File: config.mk
export PLATFORM = sky130hd
export DESIGN_NAME = gpio_port
export DESIGN_NICKNAME = d
export VERILOG_FILES = /design/src/rtl/gpio_pkg.sv /design/src/rtl/gpio_port_sync.sv /design/src/rtl/gpio_port.sv
export SDC_FILE = /design/constraint.sdc
export NUM_CORES = 1
export LEC_CHECK = 0
export ABC_AREA = 1
export CORE_ASPECT_RATIO = 1.2
export CORE_UTILIZATION = 60
export DETAILED_ROUTE_END_ITERATION = 8
export PLACE_DENSITY_LB_ADDON = 0.1
export REMOVE_ABC_BUFFERS = 1
export SYNTH_ARGS = -nofsm -noshare
export SYNTH_HDL_FRONTEND = slang
export SYNTH_SLANG_ARGS = --single-unit
File: constraint.sdc
create_clock -name clk -period 2.7 [get_ports clk]
set_clock_uncertainty 0.15 [all_clocks]
set_input_delay 0.54 -clock clk [delete_from_list [all_inputs] [get_ports clk]]
set_output_delay 0.54 -clock clk [all_outputs]
set_load 0.005 [all_outputs]
File: src/rtl/gpio_pkg.sv
// gpio_pkg: register indices and width limit shared by the GPIO port blocks.
package gpio_pkg;

  // Largest supported pin count; the bus data path is at most this wide.
  localparam int GPIO_MAX_WIDTH = 32;

  // Word register indices on the peripheral bus.
  localparam logic [2:0] GPIO_DATA_OUT = 3'd0;
  localparam logic [2:0] GPIO_DIR      = 3'd1;
  localparam logic [2:0] GPIO_DATA_IN  = 3'd2;
  localparam logic [2:0] GPIO_IRQ_EN   = 3'd3;
  localparam logic [2:0] GPIO_RISE_EN  = 3'd4;
  localparam logic [2:0] GPIO_FALL_EN  = 3'd5;
  localparam logic [2:0] GPIO_IRQ_STAT = 3'd6;
  localparam logic [2:0] GPIO_OUT_TGL  = 3'd7;

endpackage

File: src/rtl/gpio_port_sync.sv
// gpio_sync: WIDTH-bit, SYNC_STAGES-deep flop chain that brings the
// asynchronous pad inputs into the clk domain. Every stage resets to 0.
module gpio_sync #(
  parameter int WIDTH       = 32,
  parameter int SYNC_STAGES = 2
) (
  input  logic             clk,
  input  logic             rst_n,
  input  logic [WIDTH-1:0] async_in,
  output logic [WIDTH-1:0] sync_out
);

  logic [WIDTH-1:0] stage_q [SYNC_STAGES];
  logic [WIDTH-1:0] stage_d [SYNC_STAGES];

  // Each stage samples its predecessor; stage 0 samples the pads.
  for (genvar gi = 0; gi < SYNC_STAGES; gi++) begin : g_stage
    if (gi == 0) begin : g_first
      assign stage_d[gi] = async_in;
    end else begin : g_rest
      assign stage_d[gi] = stage_q[gi-1];
    end
  end

  // Shift the whole chain one stage per clock.
  always_ff @(posedge clk or negedge rst_n) begin
    if (!rst_n) begin
      for (int i = 0; i < SYNC_STAGES; i++) stage_q[i] <= '0;
    end else begin
      for (int i = 0; i < SYNC_STAGES; i++) stage_q[i] <= stage_d[i];
    end
  end

  assign sync_out = stage_q[SYNC_STAGES-1];

endmodule

File: src/rtl/gpio_port.sv
// gpio_port: memory-mapped GPIO with per-pin direction, toggle writes,
// synchronised inputs and sticky edge-detect interrupts.
module gpio_port
  import gpio_pkg::*;
#(
  parameter int               WIDTH       = 32,
  parameter int               SYNC_STAGES = 2,
  parameter logic [WIDTH-1:0] RST_OUT     = '0
) (
  input  logic             clk,
  input  logic             Rst,
  input  logic             sel,
  input  logic             we,
  input  logic [2:0]       addr,
  input  logic [WIDTH-1:0] wdata,
  output logic [WIDTH-1:0] rdata,
  output logic             rvalid,
  input  logic [WIDTH-1:0] pin_in,
  output logic [WIDTH-1:0] pin_out,
  output logic [WIDTH-1:0] pin_oe,
  output logic             irq
);

  // Edge events stay suppressed until the synchroniser and prev-sample
  // hold real pad values, so pins already high at reset raise nothing.
  localparam int PRIME_MAX = SYNC_STAGES + 1;
  localparam int PRIME_W   = $clog2(PRIME_MAX + 1);

  logic [WIDTH-1:0]   data_out_q, data_out_d;
  logic [WIDTH-1:0]   dir_q, dir_d;
  logic [WIDTH-1:0]   irq_en_q, irq_en_d;
  logic [WIDTH-1:0]   rise_en_q, rise_en_d;
  logic [WIDTH-1:0]   fall_en_q, fall_en_d;
  logic [WIDTH-1:0]   irq_stat_q, irq_stat_d;
  logic [WIDTH-1:0]   prev_q, prev_d;
  logic [WIDTH-1:0]   rdata_q, rdata_d;
  logic               rvalid_q, rvalid_d;
  logic [PRIME_W-1:0] prime_q, prime_d;

  logic [WIDTH-1:0]   data_in;
  logic [WIDTH-1:0]   edge_evt;
  logic [WIDTH-1:0]   rd_mux;
  logic               primed;
  logic               wr_en;
  logic               rd_en;

  gpio_sync #(
    .WIDTH       (WIDTH),
    .SYNC_STAGES (SYNC_STAGES)
  ) u_sync (
    .clk      (clk),
    .rst_n    (Rst),
    .async_in (pin_in),
    .sync_out (data_in)
  );

  assign wr_en  = sel & we;
  assign rd_en  = sel & ~we;
  assign primed = (prime_q == PRIME_W'(PRIME_MAX));

  // Edge detection on every pin, including driven outputs (loopback).
  always_comb begin
    edge_evt = '0;
    prev_d   = data_in;
    prime_d  = primed ? prime_q : prime_q + 1'b1;
    if (primed) begin
      edge_evt = (data_in & ~prev_q & rise_en_q) | (~data_in & prev_q & fall_en_q);
    end
  end

  // Register file writes; a new event beats a simultaneous W1C clear.
  always_comb begin
    data_out_d = data_out_q;
    dir_d      = dir_q;
    irq_en_d   = irq_en_q;
    rise_en_d  = rise_en_q;
    fall_en_d  = fall_en_q;
    irq_stat_d = irq_stat_q;
    if (wr_en) begin
      case (addr)
        GPIO_DATA_OUT: data_out_d = wdata;
        GPIO_DIR:      dir_d      = wdata;
        GPIO_IRQ_EN:   irq_en_d   = wdata;
        GPIO_RISE_EN:  rise_en_d  = wdata;
        GPIO_FALL_EN:  fall_en_d  = wdata;
        GPIO_IRQ_STAT: irq_stat_d = irq_stat_q & ~wdata;
        GPIO_OUT_TGL:  data_out_d = data_out_q ^ wdata;
        default:       ;
      endcase
    end
    irq_stat_d = irq_stat_d | edge_evt;
  end

  // Read mux; the toggle register is write-only and reads as zero.
  always_comb begin
    rd_mux = '0;
    case (addr)
      GPIO_DATA_OUT: rd_mux = data_out_q;
      GPIO_DIR:      rd_mux = dir_q;
      GPIO_DATA_IN:  rd_mux = data_in;
      GPIO_IRQ_EN:   rd_mux = irq_en_q;
      GPIO_RISE_EN:  rd_mux = rise_en_q;
      GPIO_FALL_EN:  rd_mux = fall_en_q;
      GPIO_IRQ_STAT: rd_mux = irq_stat_q;
      default:       rd_mux = '0;
    endcase
  end

  // Registered read response; rdata holds until the next read.
  always_comb begin
    rvalid_d = rd_en;
    rdata_d  = rd_en ? rd_mux : rdata_q;
  end

  // State update for all registers, prime counter and read response.
  always_ff @(posedge clk or negedge Rst) begin
    if (!Rst) begin
      data_out_q <= RST_OUT;
      dir_q      <= '0;
      irq_en_q   <= '0;
      rise_en_q  <= '0;
      fall_en_q  <= '0;
      irq_stat_q <= '0;
      prev_q     <= '0;
      rdata_q    <= '0;
      rvalid_q   <= 1'b0;
      prime_q    <= '0;
    end else begin
      data_out_q <= data_out_d;
      dir_q      <= dir_d;
      irq_en_q   <= irq_en_d;
      rise_en_q  <= rise_en_d;
      fall_en_q  <= fall_en_d;
      irq_stat_q <= irq_stat_d;
      prev_q     <= prev_d;
      rdata_q    <= rdata_d;
      rvalid_q   <= rvalid_d;
      prime_q    <= prime_d;
    end
  end

  assign pin_out = data_out_q;
  assign pin_oe  = dir_q;
  assign rdata   = rdata_q;
  assign rvalid  = rvalid_q;
  assign irq     = |(irq_stat_q & irq_en_q);

endmodule

Word level (Yosys, flattened, before mapping). Index checks and enable logic that the tools add are counted.

Flip-flop bits (word level): 323. Output and inout port bits: 98. Word-level logic and storage cells: 49.

Add/sub/neg operators: 1. Bitwise operators: 15. Equal/unequal tests: 8. Muxes and demuxes: 5. Reductions and logical operators: 8.

Operators with widths (count): 32-bit one-hot mux with 7 select lines (1); 32-bit bitwise AND (6); 32-bit two-way mux (3); 32-bit inverter (3); 32-bit OR (2); 32-bit one-hot mux with 2 select lines (1); 32-bit OR reduction (1); 32-bit XOR (1); 3-bit equality test, second input constant (4); 2-bit AND reduction (5); 3-bit by 2-bit equality test with 1-bit output, second input constant (2); 3-bit by 1-bit equality test with 1-bit output, second input constant (1); 3-bit zero test (1); 2-bit by 1-bit adder with 2-bit output, second input constant (1); 1-bit bitwise AND (2); 2-bit equality test, second input constant (1); 2-bit nonzero test (1); 1-bit inverter (1).

Depth between registers and ports, before layout. Gate-level depths: netlist (run 1).

Word-level depth: 6. Gate-level depth with buffers: 10.

Cells and area by module. From an unflattened synthesis (run 1), not the netlist that was laid out.

Cells, all modules: 1649. Area, all modules: 14123.5 µm².

Modules (own cells, without submodules): gpio_port (times used 1, area each 12522.0 µm², cells each 1585); gpio_sync (times used 1, area each 1601.5 µm², cells each 64).

Worst setup path before layout (run 1). Ideal clock, no wire load.

Kind: input-to-reg. From: input port addr[1]. To: register rise_en_q[10]. Data required time: 2.420 ns. Arrival time: 1.508 ns. Library setup time: 0.130 ns. Setup slack: 0.912 ns. Buffers on the path: 3. Stages: 7. Cell sequence: buf_2 -> nor2_1 -> buf_4 -> nand3_2 -> clkbuf_1 -> nand2_1 -> o21ai_0.

Longest elaborated chain between the ends: 2.

RTL lines: start: declaration (RTL line gpio_port.sv:14) `input logic [2:0] addr,`; 3-bit equality test (RTL line gpio_port.sv:80) `case (addr)`; 2-bit AND reduction (no source line); end signal: assignment (RTL line gpio_port.sv:132) `rise_en_q <= rise_en_d;`; end: declaration (RTL line gpio_port.sv:32) `logic [WIDTH-1:0] rise_en_q, rise_en_d;`.

No other way between the ends. A chain may end at the register's enable or synchronous reset.

Final worst setup path (run 1).
From: register irq_en_q[16]. To: output port irq.

Longest elaborated chain between the ends: 2.

RTL lines: start: declaration (RTL line gpio_port.sv:31) `logic [WIDTH-1:0] irq_en_q, irq_en_d;`; start signal: assignment (RTL line gpio_port.sv:131) `irq_en_q <= irq_en_d;`; 32-bit bitwise AND (RTL line gpio_port.sv:146) `assign irq = |(irq_stat_q & irq_en_q);`; 32-bit OR reduction (RTL line gpio_port.sv:146); end: declaration (RTL line gpio_port.sv:21) `output logic irq`.

No other way between the ends.

==> results of run 1 <==
repair_timing:
item / CTS / global route
gates resized for setup: 3 / 0
endpoints found under the setup margin: 1 / 0
hold buffers: 1 / 0
hold endpoints to repair: 47 / 0
metal layers:
layer	global-route usage [%]	vias up
met5	0	-
met4	15.10	2
met3	5.599	127
met2	57.21	711
met1	44.94	6017
li1	-	5674
flip-flops by register name, summed over array words and instances (netlist names):
name / flops
fall_en_q: 32
rvalid: 1
u_sync.stage_d: 32
prev_q: 32
u_sync.sync_out: 32
rdata: 32
rise_en_q: 32
irq_stat_q: 32
pin_out: 32
prime_q: 2
irq_en_q: 32
pin_oe: 32
through the flow:
step | hold slack, ns | worst slack (ns) | setup TNS, ns | utilization [%] | std cells
3_3_place_gp | 0.1816 | 0.2260 | 0 | 70.15 | 2064
3_5_place_dp | 0.1847 | 0.1070 | 0 | 70.15 | 2064
5_1_grt | 0.2001 | 0.1105 | 0 | 75.03 | 2125
4_1_cts | 0.1905 | 0.1451 | 0 | 75.03 | 2125
2_1_floorplan | 0.09441 | -1.735 | -173.29 | - | 1540
6_report | 0.1889 | 0.1130 | 0 | 75.03 | 2125
layout make-up:
cell class / count / area, um2 / area share (%)
clock buffers: 51 / 1039 / 5.985
clock inverters: 9 / 76.32 / 0.4399
inverters: 131 / 491.7 / 2.834
multi-input cells: 1086 / 5152 / 29.69
flip-flops and latches: 323 / 8083 / 46.58
well taps: 315 / 394.1 / 2.271
repair buffers: 210 / 2116 / 12.19
final timing paths:
check | startpoint | depth (start not counted) | slack (ns) | endpoint
worst max register to register | prime_q[0]$_DFFE_PN0N_ | 4 | 0.93 | irq_stat_q[20]$_DFF_PN0_
min in group asynchronous | Rst | 2 | 0.40 | fall_en_q[21]$_DFFE_PN0P_
worst min-delay path | u_sync.stage_d[9]$_DFF_PN0_ | 0 | 0.19 | u_sync.sync_out[9]$_DFF_PN0_
max in group asynchronous | Rst | 3 | 1.27 | rise_en_q[30]$_DFFE_PN0P_
worst min register to register | u_sync.stage_d[9]$_DFF_PN0_ | 0 | 0.19 | u_sync.sync_out[9]$_DFF_PN0_
worst max-delay path | irq_en_q[16]$_DFFE_PN0P_ | 5 | 0.11 | irq
placed cells by master, fill, tap and decap left out, types with 10 or more instances in the layout:
cell             count
nand4_1            107
o31ai_1             32
clkbuf_16           37
inv_1              127
dfrtp_1            323
nand3_1             95
nor2_1              98
nand2_1            481
a21oi_1             32
clkdlybuf4s50_1    163
o21ai_0            182
o21ai_1             10
buf_12              10
xor2_1              32
buf_4               32
logic make-up (layout without fill, tap and decap cells):
group                    Yosys count  count (layout)  share of synthesized area (%)
AO/OA/AOI/OAI                    257             257                          9.715
XOR/XNOR                          33              33                          2.050
adder cells (fa/ha/maj)            1               1                        0.08871
buffers and inverters            233             401                          6.583
flip-flops                       323             323                          57.32
multiplexers                       1               1                        0.07985
AND/OR/NAND/NOR                  794             794                          24.17
power by group through the flow:
stage	Sequential [mW]	Combinational [mW]	Clock (mW)
after global placement	6.44	2.63	0
after floorplan	6.31	1.14	0
after detailed placement	6.45	2.72	0
after CTS	6.39	2.76	4.68
after global routing	6.50	3.06	4.87
final	6.41	2.75	4.64
==> impl_metrics.csv, run 1 <==
group,metric,value,unit
global_routing,grt_max_degree,91,
synthesis,synth_top_area_share,57.32,%
route,drt_iter0_drc,1022,
placed_design,dp_hpwl,24420,um
synthesis,syn_area_per_cell,8.588,um2
cts,cts_setup_buffers,0,
timing,period_needed,2.587,ns
final_layout,area_growth,23.04,%
cts,cts_buffers,34,
cts,clk_latency,0.52,ns
floorplan,io_pins,169,
route,detail-route-antenna-nets,0,
worst_setup_path,start_kind,"flop",
power_and_ir_drop,cellPowerDensity,795.0,nW/um2
timing,period_share,95.81,%
global_routing,grt_usage,34.48,%
hold_path,worstHoldPathType,"flop to flop",
final_layout,n_antenna_cell,0,
cts,cts.clk_slew.worst_paths,0.06,ns
global_routing,grt_pass1_vias,12370,
cts,cts_root_buf,"clkbuf_16",
final_layout,final_net_count,1858,
timing,rsz0062_at_grt,"false",
timing,fmax,386.6,MHz
floorplan,die-area,24120,um2
final_layout,nFillCells,1663,
synthesis,ys_ff_latch,323,
route,viasPerCell,5.897,
worst_setup_path,crit_fanout,3,
power_and_ir_drop,seqPwrFrac,46.5,%
route,wl_met2,19580,um
cts,clk_path_buf_depth,3,
worst_setup_path,crit_family,"simple AND/OR/NAND/NOR gates",
synthesis,yosys.cell_count.top_type,"nand2_1",
synthesis,async_reset_ff_share,100.0,%
power_and_ir_drop,clockPowerShare,33.6,%
worst_setup_path,cp_slowest_stage_delay,0.39,ns
final_layout,stdcell_area,17350,um2
floorplan,die_w,142.0,um
floorplan,row_count,61,
global_routing,grt_pass1_wl,64230,um
route,wl_met3,3455,um
worst_setup_path,crit_type,"flop to output pin",
power_and_ir_drop,power_frac_comb,19.9,%
global_routing,grt-ovfl-total,0,
synthesis,yosysTopAreaCell,"dfrtp_1",
global_routing,antenna_found_initial,1,
synthesis,ys_seq_area_share,57.32,%
floorplan,core-area,23130,um2
floorplan,die_height,169.9,um
power_and_ir_drop,power_leakage,8.227,nW
worst_setup_path,endpoint_kind,"output pin",
worst_setup_path,crit_slowest_cell,"dfrtp_1",
route,drt-met1-wl,15680,um
power_and_ir_drop,finalPower,13.79,mW
timing,timing.slew.headroom,22.03,%
timing,worst_slew_pin_slew,1.165,ns
route,dr.max_layer_used,"met5",
timing,maxSlewViolCount,0,
cts,cts.sinks,323,
power_and_ir_drop,p_sw_share,28.40,%
placed_design,place_congestion,0.8461,
route,drc_errors,0,
power_and_ir_drop,power.net_switching,3.918,mW
route,wl_per_cell,18.91,um
outcome,status,"finished clean",
synthesis,postSynthCellCount,1642,
synthesis,synth_edf_count,0,
flow_run,max_cap_violations,0,
synthesis,synth_flop_cell,"dfrtp_1",
floorplan,initial_utilization,60.98,%
cts,cts_tree,"built",
placed_design,placed_area,16220,um2
power_and_ir_drop,ir_drop,0.6228,mV
worst_setup_path,crit_top_cell,"nand4_1",
timing,hold_viol,0,
worst_setup_path,required,2.01,ns
synthesis,synth.area.top_cells,"dfrtp_1 (57%), nand2_1 (13%), o21ai_0 (6.5%), nand4_1 (4.7%), nand3_1 (3.5%)",
route,dr.pass1.iters,5,
synthesis,netlist_area,14100,um2
synthesis,yosysWarningCount,0,
worst_setup_path,cp_data_arrival_time,1.90,ns
power_and_ir_drop,power.internal,9.877,mW
worst_setup_path,crit_chain,"nand2_1 -> nand4_1 -> nor2_2 -> nand4_1 -> dlygate4sd2_1",
final_layout,drive_gt1_share,6.409,%
worst_setup_path,worst-path-buf-inv,1,
route,wl,40190,um
synthesis,synth_cell_types,26,
route,routed-via-count,12530,
synthesis,ys_top_cells_by_count,"nand2_1 (482), dfrtp_1 (323), o21ai_0 (182)",
cts,htree_levels,2,
placed_design,port-buffer-count,168,
timing,setup_violations,0,
No activity file was read; power rests on OpenSTA's default activity.
==> inputs of run 2 (changes only) <==
- SETUP_SLACK_MARGIN: default -> 0.4
==> run 2 against run 1 <==
  * Non-clock buffer count rose by 6
  * Worst hold slack lost 0.0026 ns
  * Die area unchanged
  * Global-route usage hardly changed
  * Final cell count up 0.28%
==> impl_metrics.csv, run 2 (same netlist as run 1, synthesis figures left out) <==
group,metric,value,unit
final_layout,layout_common_cells,"nand2_1 (481), dfrtp_1 (323), o21ai_0 (182), clkdlybuf4s50_1 (163), inv_1 (127)",
placed_design,placed_area,16220,um2
final_layout,stdcell_count,2131,
power_and_ir_drop,clockPowerShare,33.6,%
placed_design,place_congestion,0.8461,
global_routing,grt-ovfl-total,0,
floorplan,initial_utilization,60.98,%
route,dr.pass1.iters,7,
timing,period_share,90.53,%
timing,period_needed,2.444,ns
floorplan,die_height,169.9,um
global_routing,grt_max_degree,91,
route,wl,40360,um
floorplan,io_pins,169,
timing,worst_slew_pin_slew,1.159,ns
power_and_ir_drop,seqPwrFrac,46.4,%
global_routing,antenna_found_initial,1,
route,viasPerCell,5.891,
timing,hold_viol,0,
cts,htree_levels,2,
timing,fmax,409.1,MHz
worst_setup_path,rrSetupSlack,0.91,ns
timing,timing.slew.headroom,22.43,%
route,drt_iter0_drc,981,
timing,hold_ws,0.1863,ns
power_and_ir_drop,power.internal,9.889,mW
cts,cts_tree,"built",
placed_design,dp.cells,2064,
cts,clk_latency,0.52,ns
final_layout,n_antenna_cell,0,
worst_setup_path,start_kind,"flop",
timing,maxSlewViolCount,0,
final_layout,area_growth,23.33,%
placed_design,port-buffer-count,168,
worst_setup_path,endpoint_kind,"output pin",
cts,cts_root_buf,"clkbuf_16",
final_layout,final_net_count,1864,
placed_design,dp_hpwl,24420,um
worst_setup_path,cp_data_arrival_time,1.75,ns
power_and_ir_drop,finalPower,13.81,mW
cts,cts_buffers,34,
route,routed-via-count,12550,
power_and_ir_drop,p_sw_share,28.41,%
floorplan,row_count,61,
power_and_ir_drop,power_leakage,8.255,nW
route,drc_errors,0,
worst_setup_path,crit_fanout,2,
floorplan,die_w,142.0,um
power_and_ir_drop,power_frac_comb,20.1,%
floorplan,core-area,23130,um2
route,detail-route-antenna-nets,0,
flow_run,max_cap_violations,0,
cts,cts.clk_slew.worst_paths,0.06,ns
hold_path,worstHoldPathType,"flop to flop",
final_layout,drive_gt1_share,6.773,%
final_layout,stdcell_area,17390,um2
power_and_ir_drop,cellPowerDensity,794.2,nW/um2
floorplan,die-area,24120,um2
final_layout,final_common_cell,"nand2_1",
outcome,status,"finished clean",
cts,clk_path_buf_depth,3,
global_routing,grt_pass1_wl,64340,um
cts,cts.sinks,323,
worst_setup_path,crit_type,"flop to output pin",
route,wl_per_cell,18.94,um
power_and_ir_drop,ir_drop,0.6229,mV
timing,setup_violations,0,
timing,rsz0062_at_grt,"true",
global_routing,grt_usage,34.52,%
global_routing,grt_pass1_vias,12400,
power_and_ir_drop,power.net_switching,3.924,mW
worst_setup_path,required,2.01,ns
-- run 2: changes by cell type in the layout (fill, tap and decap cells not counted), sizes merged --
| cell | before | now |
|---|---|---|
| buf | 45 | 52 |
| dlygate4sd2 | 1 | 0 |
-- run 2: metrics by stage --
| stage | setup TNS, ns | setup slack [ns] | utilization, % |
|---|---|---|---|
| after global placement | 0 | 0.2260 | 70.15 |
| after global routing | 0 | 0.2454 | 75.21 |
| final | 0 | 0.2556 | 75.21 |
| after detailed placement | 0 | 0.1070 | 70.15 |
| after CTS | 0 | 0.2985 | 75.21 |
| after floorplan | -173.29 | -1.735 | - |
-- run 2: final timing paths --
| kind | start | end | depth (start not counted) |
|---|---|---|---|
| worst min-delay path | u_sync.stage_d[9]$_DFF_PN0_ | u_sync.sync_out[9]$_DFF_PN0_ | 0 |
| min in group asynchronous | Rst | fall_en_q[21]$_DFFE_PN0P_ | 2 |
| max in group asynchronous | Rst | rise_en_q[30]$_DFFE_PN0P_ | 3 |
| worst max register to register | prime_q[0]$_DFFE_PN0N_ | irq_stat_q[20]$_DFF_PN0_ | 4 |
| worst max-delay path | irq_stat_q[30]$_DFF_PN0_ | irq | 5 |
| worst min register to register | u_sync.stage_d[9]$_DFF_PN0_ | u_sync.sync_out[9]$_DFF_PN0_ | 0 |
-- run 2: power groups by stage --
stage	sequential [mW]	combinational [mW]	clock, mW
4_1_cts	6.39	2.78	4.68
5_1_grt	6.49	3.08	4.87
3_3_place_gp	6.44	2.63	0
3_5_place_dp	6.45	2.72	0
6_report	6.41	2.77	4.64
2_1_floorplan	6.31	1.14	0
-- run 2: metal layers --
layer / GRT usage [%] / up-vias / share of wire, %
met3: 5.599 / 136 / 9.1
met5: 0 / - / 0.025
met2: 57.27 / 728 / 48
li1: - / 5681 / -
met1: 45.01 / 6006 / 39
met4: 15.10 / 2 / 3.8
-- run 2: what timing repair did --
item / CTS / global route
setup endpoints to repair: 1 / 1
pin swaps: 4 / 0
buffers inserted: 6 / 0
hold buffers: 1 / 0
resized for setup: 6 / 0
endpoints found under the hold margin: 47 / 0
-- run 2: area by class of cell --
class	instances	area, um2
well taps	315	394.1
clock buffers	51	1039
inverters	131	491.7
repair buffers	216	2157
flip-flops and latches	323	8083
fillers	1659	5733
clock inverters	9	76.32
multi-input cells	1086	5152
-- run 2: worst max-delay path, stage by stage, from the launching register on --
cell     delay, ns
dfrtp_1       0.39
nand2_1       0.07
nand4_1       0.17
nor2_2        0.22
nand4_1       0.21
buf_2         0.19
==> inputs of run 3 (changes only) <==
- SYNTH_HIERARCHICAL: default -> 1
==> run 3 against run 2 <==
  * Wire length increased by 2.6%
  * Setup slack improved by 0.038 ns
  * Synthesized cell count increased by 0.43%
  * Final cell count increased by 0.89%
  * Flip-flop and latch count unchanged
  * Die area increased by 0.15%
==> impl_metrics.csv, run 3 <==
group,metric,value,unit
power_and_ir_drop,power.internal,9.926,mW
global_routing,grt_pass1_wl,65410,um
route,drc_errors,0,
final_layout,final_net_count,1882,
route,drt_iter0_drc,1098,
route,detail-route-antenna-nets,0,
flow_run,max_cap_violations,0,
synthesis,async_reset_ff_share,100.0,%
timing,hold_ws,0.1948,ns
placed_design,dp_hpwl,26030,um
floorplan,die_w,142.1,um
synthesis,ys_ff_latch,323,
floorplan,row_count,61,
synthesis,ys_top_cells_by_count,"nand2_1 (488), dfrtp_1 (323), o21ai_0 (182)",
power_and_ir_drop,power_leakage,8.344,nW
worst_setup_path,start_kind,"flop",
synthesis,yosysTopAreaCell,"dfrtp_1",
timing,final.setup.tns,0,ns
final_layout,drive_gt1_share,7.797,%
hold_path,worstHoldPathType,"flop to flop",
final_layout,final_common_cell,"nand2_1",
floorplan,core-area,23130,um2
placed_design,port-buffer-count,168,
synthesis,synth_edf_count,0,
cts,clk_path_buf_depth,3,
timing,maxSlewViolCount,0,
timing,period_share,89.12,%
timing,fmax,415.6,MHz
route,wl,41430,um
placed_design,placed_area,16330,um2
final_layout,stdcell_area,17540,um2
synthesis,syn_area_per_cell,8.565,um2
timing,hold_viol,0,
floorplan,die_height,170.1,um
worst_setup_path,required,2.01,ns
power_and_ir_drop,seqPwrFrac,46.0,%
cts,cts.sinks,323,
worst_setup_path,cp_data_arrival_time,1.72,ns
timing,rsz0062_at_grt,"true",
power_and_ir_drop,finalPower,13.90,mW
worst_setup_path,crit_slowest_cell,"dfrtp_1",
worst_setup_path,crit_type,"flop to output pin",
placed_design,dp.cells,2081,
timing,period_needed,2.406,ns
synthesis,synth_flop_cell,"dfrtp_1",
power_and_ir_drop,p_sw_share,28.61,%
final_layout,nFillCells,1685,
floorplan,io_pins,169,
timing,worst_slew_pin_slew,0.7742,ns
synthesis,synth_cell_types,28,
placed_design,place_congestion,0.8671,
floorplan,initial_utilization,61.07,%
synthesis,yosysWarningCount,6,
cts,htree_levels,2,
global_routing,grt_pass1_vias,12370,
global_routing,grt-ovfl-total,0,
final_layout,layout_common_cells,"nand2_1 (482), dfrtp_1 (323), o21ai_0 (182), clkdlybuf4s50_1 (163), inv_1 (127)",
cts,clk_latency,0.52,ns
synthesis,synth.area.top_cells,"dfrtp_1 (57%), nand2_1 (13%), o21ai_0 (6.4%), nand4_1 (4.4%), nand3_1 (3.5%)",
timing,setup_violations,0,
power_and_ir_drop,power.net_switching,3.978,mW
cts,cts_root_buf,"clkbuf_16",
power_and_ir_drop,clockPowerShare,33.7,%
global_routing,grt_max_degree,69,
worst_setup_path,worst-path-buf-inv,1,
global_routing,grt_usage,35.42,%
global_routing,antenna_found_initial,1,
power_and_ir_drop,power_frac_comb,20.2,%
worst_setup_path,crit_chain,"nand2_2 -> nand4_1 -> or2_4 -> nor2_2 -> nand2_1 -> buf_2",
cts,cts_tree,"built",
cts,cts.clk_slew.worst_paths,0.06,ns
synthesis,ys_seq_area_share,57.23,%
route,routed-via-count,12670,
route,dr.pass1.iters,6,
worst_setup_path,cp_slowest_stage_delay,0.40,ns
final_layout,stdcell_count,2150,
power_and_ir_drop,cellPowerDensity,792.6,nW/um2
timing,timing.slew.headroom,48.38,%
synthesis,synth_top_area_share,57.23,%
route,viasPerCell,5.893,
cts,cts_buffers,34,
worst_setup_path,crit_fanout,3,
worst_setup_path,crit_family,"simple AND/OR/NAND/NOR gates",
synthesis,netlist_area,14120,um2
floorplan,die-area,24160,um2
power_and_ir_drop,ir_drop,0.6085,mV
synthesis,yosys.cell_count.top_type,"nand2_1",
outcome,status,"finished clean",
worst_setup_path,endpoint_kind,"output pin",
final_layout,area_growth,24.20,%
route,wl_per_cell,19.27,um
synthesis,postSynthCellCount,1649,
run 3: cell families after synthesis:
logic type	count (synthesis)	synth area share, %
buffers and inverters	233	6.564
AO/OA/AOI/OAI	261	9.842
adder cells (fa/ha/maj)	1	0.08858
multiplexers	1	0.07973
AND/OR/NAND/NOR	797	24.15
flip-flops	323	57.23
XOR/XNOR	33	2.046
run 3: per-layer routing:
layer  wire (um)  global-route usage (%)
met1       16140                   46.44
met2       19930                   56.71
met3        3384                   6.050
met4        1974                   18.70
met5           0                       0
run 3: worst register-to-register path, cell delays in order (launching register included):
cell and delay [ns]:
dfrtp_1 0.37, ha_2 0.56, buf_12 0.24, nand2_1 0.07, o21ai_0 0.18
run 3: cell type report:
cell class                      instances  area (um2)  area share, %
Sequential cell                       323        8083          46.08
Multi-Input combinational cell       1093        5194          29.61
Timing Repair Buffer                  227        2252          12.84
Clock buffer                           50        1045          5.956
Inverter                              131       491.7          2.803
Tap cell                              315       394.1          2.247
Clock inverter                         10       80.08         0.4565
Antenna cell                            1       2.502        0.01427
run 3: path summary, 6_finish.rpt:
path / startpoint / end / slack (ns) / cells past startpoint
setup / recovery: irq_en_q[1]$_DFFE_PN0P_ / irq / 0.29 / 6
hold / removal: u_sync/stage_d[15]$_DFF_PN0_ / u_sync/sync_out[15]$_DFF_PN0_ / 0.19 / 0
setup reg to reg: prime_q[0]$_DFFE_PN0N_ / irq_stat_q[17]$_DFF_PN0_ / 1.04 / 4
hold reg to reg: u_sync/stage_d[15]$_DFF_PN0_ / u_sync/sync_out[15]$_DFF_PN0_ / 0.19 / 0
max in group asynchronous: Rst / pin_out[10]$_DFFE_PN0P_ / 1.31 / 3
min in group asynchronous: Rst / fall_en_q[27]$_DFFE_PN0P_ / 0.38 / 2
run 3: repair_timing:
| item | in CTS | in global routing |
|---|---|---|
| gates resized for setup | 10 | 3 |
| endpoints found under the hold margin | 37 | 0 |
| pin swaps | 3 | 3 |
| endpoints found under the setup margin | 1 | 1 |
| setup buffers | 7 | 0 |
| hold buffers | 1 | 0 |
| cloned | 0 | 0 |
run 3: stage by stage:
step	utilization [%]	setup WS (ns)
global placement	70.63	0.3546
CTS	75.80	0.2858
finish	75.85	0.2937
detailed placement	70.63	0.2469
global route	75.85	0.2250
floorplan	-	-1.735
run 3: power groups by stage:
stage / Clock [mW] / Combinational (mW) / Sequential (mW)
2_1_floorplan: 0 / 1.15 / 6.31
3_3_place_gp: 0 / 2.67 / 6.44
3_5_place_dp: 0 / 2.76 / 6.46
4_1_cts: 4.70 / 2.82 / 6.38
5_1_grt: 4.91 / 3.13 / 6.50
6_report: 4.69 / 2.81 / 6.40
==> edit 1 (settings of run 3) <==
The output `rvalid` loses its register stage (`rvalid_q` becomes a continuous assignment).
--- a/src/rtl/gpio_port.sv
+++ b/src/rtl/gpio_port.sv
@@ -125,3 +125,2 @@
       rdata_q    <= '0;
-      rvalid_q   <= 1'b0;
       prime_q    <= '0;
@@ -136,3 +135,2 @@
       rdata_q    <= rdata_d;
-      rvalid_q   <= rvalid_d;
       prime_q    <= prime_d;
@@ -140,2 +138,4 @@
   end
+
+  assign rvalid_q = rvalid_d;
 
Formal check against the unedited RTL: not equivalent (Yosys sat finds a counterexample within 4 cycles, from zero or initial values and one cycle with Rst low).
==> edit 1 against run 3 <==
- synthesized area down 0.18%
- via count down 0.55%
- total power down 3.9%
- routed wire length down 1.3%
- design area down 0.51%
- register-to-register slack better by 0.19 ns
- global-route usage down 0.89 points
- critical path depth unchanged
- worst setup slack better by 0.0063 ns
- critical path type unchanged
- sequential cell count down 1
- largest power group unchanged
- clock power down 12%
==> edit 1: results (changes against run 3) <==
----------------------------------------------------
[Power and ir drop]
  Share of total power in the clock network ... 0.310 (was 0.337)
  Leakage ... 8.30 nW (was 8.34 nW)
  Internal power ... 9.49 mW (was 9.93 mW)

[Route]
  Violation count after the first detailed-routing iteration ... 1114 (was 1098)
  Vias after detailed routing ... 12.6k (was 12.7k)
  Total detailed-routing wirelength ... 40900 um (was 41400 um)

[Global route]
  All-layer global routing usage ... 0.345 (was 0.354)
  Vias in the first global route ... 12.3k (was 12.4k)
  Largest net degree at the start of global routing ... 82 (was 69)
  Initial antenna violation count ... 0 (was 1)
  First-pass GRT wire length ... 64200 um (was 65400 um)

[Clock network]
  H-tree level count ... 1 (was 2)
  Num CTS Buffers ... 31 (was 34)
  Insertion delay to the later sink of the worst-skew pair ... 0.56 ns (was 0.52 ns)

[Worst hold path]
  Endpoint, Worst Hold ... u_sync/sync_out[7]$_DFF_PN0_ (was u_sync/sync_out[15]$_DFF_PN0_)
  Startpoint of the tightest hold check path ... u_sync/stage_d[7]$_DFF_PN0_ (was u_sync/stage_d[15]$_DFF_PN0_)

[Critical path]
  R2r endpoint ... irq_stat_q[19]$_DFF_PN0_ (was irq_stat_q[17]$_DFF_PN0_)
  Register-to-register setup slack ... 1.23 ns (was 1.04 ns)
  Max incr delay on CP ... 0.42 ns (was 0.40 ns)
  Startpoint of the worst setup timing path ... irq_stat_q[5]$_DFF_PN0_ (was irq_en_q[1]$_DFFE_PN0P_)

[Status]
  Run status ... finished clean (unchanged)

[Timing]
  Min Hold Slack ... 0.196 ns (was 0.195 ns)
  Fmax ... 0.417 GHz (was 0.416 GHz)
  Worst slew margin ... 0.574 (was 0.484)

[Place]
  Cell Area, Placed ... 16300 um2 (about the same)
  Global placer's final weighted congestion ... 0.843 (was 0.867)

[Final layout]
  Fraction of layout cells with a size suffix above 1 ... 0.0796 (was 0.0780)

----------------------------------------------------
-- edit 1: what timing repair did --
| action | 4_1_cts | 5_1_grt |
|---|---|---|
| setup endpoints to repair | 2 | 1 |
| gates resized for setup | 12 | 7 |
| cloned | 0 | 0 |
| endpoints found under the hold margin | 50 | 0 |
| hold buffers | 1 | 0 |
| pin swaps | 3 | 4 |
| buffers inserted | 8 | 11 |
-- edit 1: kinds of logic after synthesis --
family / share of synthesized area
multiplexers: 0.000799
buffers and inverters: 0.0658
XOR/XNOR: 0.0205
flip-flops: 0.572
AND/OR/NAND/NOR: 0.242
AO/OA/AOI/OAI: 0.0986
adder cells (fa/ha/maj): 0.000887
-- edit 1: metrics by stage --
step	util	power [mW]	setup TNS [ns]	instances	setup WS, ns
detailed placement	0.705	9.19	0	2072	0.270
finish	0.755	13.4	0	2149	0.300
global placement	0.705	9.07	0	2072	0.278
CTS	0.750	13.3	0	2138	0.280
floorplan	-	7.44	-173.33	1546	-1.74
global route	0.755	14.0	0	2149	0.235
-- edit 1: per-layer routing --
metal | global-route usage | up-vias | wire length [um]
li1 | - | 5718 | -
met1 | 0.438 | 6088 | 15800
met2 | 0.587 | 671 | 20100
met3 | 0.0506 | 124 | 3370
met4 | 0.157 | 0 | 1640
met5 | 0 | - | 0
-- edit 1: layout make-up --
| class | instances | area, um2 |
|---|---|---|
| sequential | 322 | 8060 |
| fill | 1656 | 5670 |
| multi-input combinational | 1093 | 5210 |
| timing repair buffer | 231 | 2330 |
| clock buffer | 48 | 920 |
| inverter | 131 | 492 |
| tap | 315 | 394 |
| clock inverter | 9 | 50.0 |
-- edit 1: worst max-delay path, delay by kind of cell (launching register included) --
kind	cells	cell delay, ns
flip-flops	1	0.42
AND/OR/NAND/NOR	5	0.60
buffers and inverters	1	0.13
==> edit 2 (flow settings as in run 3) <==
Without the edit above. `WIDTH` is set to 32 in 2 places; all go to 40.
--- a/src/rtl/gpio_port_sync.sv
+++ b/src/rtl/gpio_port_sync.sv
@@ -3,3 +3,3 @@
 module gpio_sync #(
-  parameter int WIDTH       = 32,
+  parameter int WIDTH       = 40,
   parameter int SYNC_STAGES = 2
--- a/src/rtl/gpio_port.sv
+++ b/src/rtl/gpio_port.sv
@@ -5,3 +5,3 @@
 #(
-  parameter int               WIDTH       = 32,
+  parameter int               WIDTH       = 40,
   parameter int               SYNC_STAGES = 2,
Interface: changed (5 resized); port bits go from 169 to 209. No check against the original RTL was run, so the function may have changed too.
==> edit 2 against run 3 <==
- synthesized area grew 24%
- routed wire length rose by 26%
- design area is 24% higher
- synthesized cell count up 25%
- non-clock buffer count grew 61
- cell count up 24%
- sequential cell count up 80
- total power increased by 21%
- worst setup slack improved by 0.0043 ns
- largest cell class unchanged
- largest power group unchanged
==> edit 2: results (changes against run 3) <==
----------------------------------------------------
[Final layout]
  Area taken by flip-flops and latches ... 10100 um2 (was 8080 um2)
  Post-layout instance count excluding filler cells ... 2670 (was 2150)
  Number of nets at the end of the flow ... 2346 (was 1882)

[Synthesis]
  Most numerous cell types in the synthesized netlist ... 614 x sky130_fd_sc_hd__nand2_1, 403 x sky130_fd_sc_hd__dfrtp_1, 229 x sky130_fd_sc_hd__o21ai_0 (was 488 x sky130_fd_sc_hd__nand2_1, 323 x sky130_fd_sc_hd__dfrtp_1, 182 x sky130_fd_sc_hd__o21ai_0)
  Multiplexer share of the synthesized area ... 0.000640 (was 0.000797)
  Dominant cells by area after synthesis ... sky130_fd_sc_hd__dfrtp_1 57%, sky130_fd_sc_hd__nand2_1 13%, sky130_fd_sc_hd__o21ai_0 6.5% (was sky130_fd_sc_hd__dfrtp_1 57%, sky130_fd_sc_hd__nand2_1 13%, sky130_fd_sc_hd__o21ai_0 6.4%)
  Ys Warns ... 6 (unchanged)
  Netlist cell types ... 25 (was 28)
  Sequential share of the synthesized area ... 0.574 (was 0.572)
  Post-synthesis share of cell area spent on full adders, half adders and majority gates ... 0.000712 (was 0.000886)
  Mean Syn Cell Area ... 8.54 um2 (was 8.56 um2)

[Global route]
  Largest net degree at the start of global routing ... 88 (was 69)
  Global routing met3 resource utilization ... 0.0549 (was 0.0605)
  Vias in the first global route ... 15.8k (was 12.4k)
  First-pass GRT wire length ... 82800 um (was 65400 um)
  All-layer global routing usage ... 0.358 (was 0.354)
  Met1 Resource Use GR ... 0.461 (was 0.464)

[Critical path]
  Max stage delay cell, worst path ... sky130_fd_sc_hd__dfrtp_1 (unchanged)
  Startpoint of the worst setup timing path ... irq_stat_q[20]$_DFF_PN0_ (was irq_en_q[1]$_DFFE_PN0P_)
  Highest fanout seen on the critical path ... 2 (was 3)
  R2r endpoint ... irq_stat_q[36]$_DFF_PN0_ (was irq_stat_q[17]$_DFF_PN0_)

[Place]
  Port bufs ... 208 (was 168)
  Global placer's final weighted congestion ... 0.888 (was 0.867)
  Number of placed instances, taps included ... 2580 (was 2081)
  Cell Area, Placed ... 20400 um2 (was 16300 um2)
  Setup WS pre-CTS ... 0.236 ns (was 0.247 ns)

[Worst hold path]
  Endpoint, Worst Hold ... u_sync/sync_out[31]$_DFF_PN0_ (was u_sync/sync_out[15]$_DFF_PN0_)

[Timing]
  Slew at the pin closest to its max-slew limit ... 1.01 ns (was 0.774 ns)
  Min Hold Slack ... 0.196 ns (was 0.195 ns)
  Fmax ... 0.416 GHz (about the same)

[Power and ir drop]
  Leakage ... 10.4 nW (was 8.34 nW)
  Highest ir drop seen on vdd ... 0.000721 V (was 0.000609 V)

[Route]
  Total detailed-routing wirelength ... 52100 um (was 41400 um)
  Total length of routed met3 wires ... 4470 um (was 3380 um)
  Violation count after the first detailed-routing iteration ... 1347 (was 1098)
  Via density per instance ... 5.92 (was 5.89)
  Met1 wire length ... 20100 um (was 16100 um)

[Status]
  Run status ... finished clean (unchanged)

[Clock network]
  Num CTS Buffers ... 40 (was 34)
  Insertion delay to the later sink of the worst-skew pair ... 0.52 ns (about the same)

----------------------------------------------------
[edit 2: changes by cell type in the layout (fill, tap and decap cells not counted), sizes merged, moves of 23 or more]
cell and change:
nor2 +28, clkdlybuf4s50 +40, nand2 +125, inv +28, o21ai +48, dfrtp +80, nand3 +28, nand4 +23
[edit 2: what timing repair did]
item                                    in CTS  in global routing
setup buffers                               18                  2
endpoints found under the hold margin       57                  0
gates resized for setup                     16                 11
endpoints found under the setup margin       1                  1
hold buffers                                 1                  0
pin swaps                                    9                  3
[edit 2: where the power goes]
part	total (mW)	leakage [nW]	switching, mW	internal (mW)
Clock	5.31	0.622	2.24	3.07
Sequential	7.98	4.80	0.882	7.09
Combinational	3.60	4.98	1.73	1.87
Total	16.9	10.4	4.85	12.0
[edit 2: area by class of cell]
class	count	area share
well taps	385	0.0221
clock inverters	7	0.00160
inverters	160	0.0276
clock buffers	61	0.0555
diodes	1	0.000115
multi-input cells	1365	0.298
flip-flops and latches	403	0.462
repair buffers	288	0.133
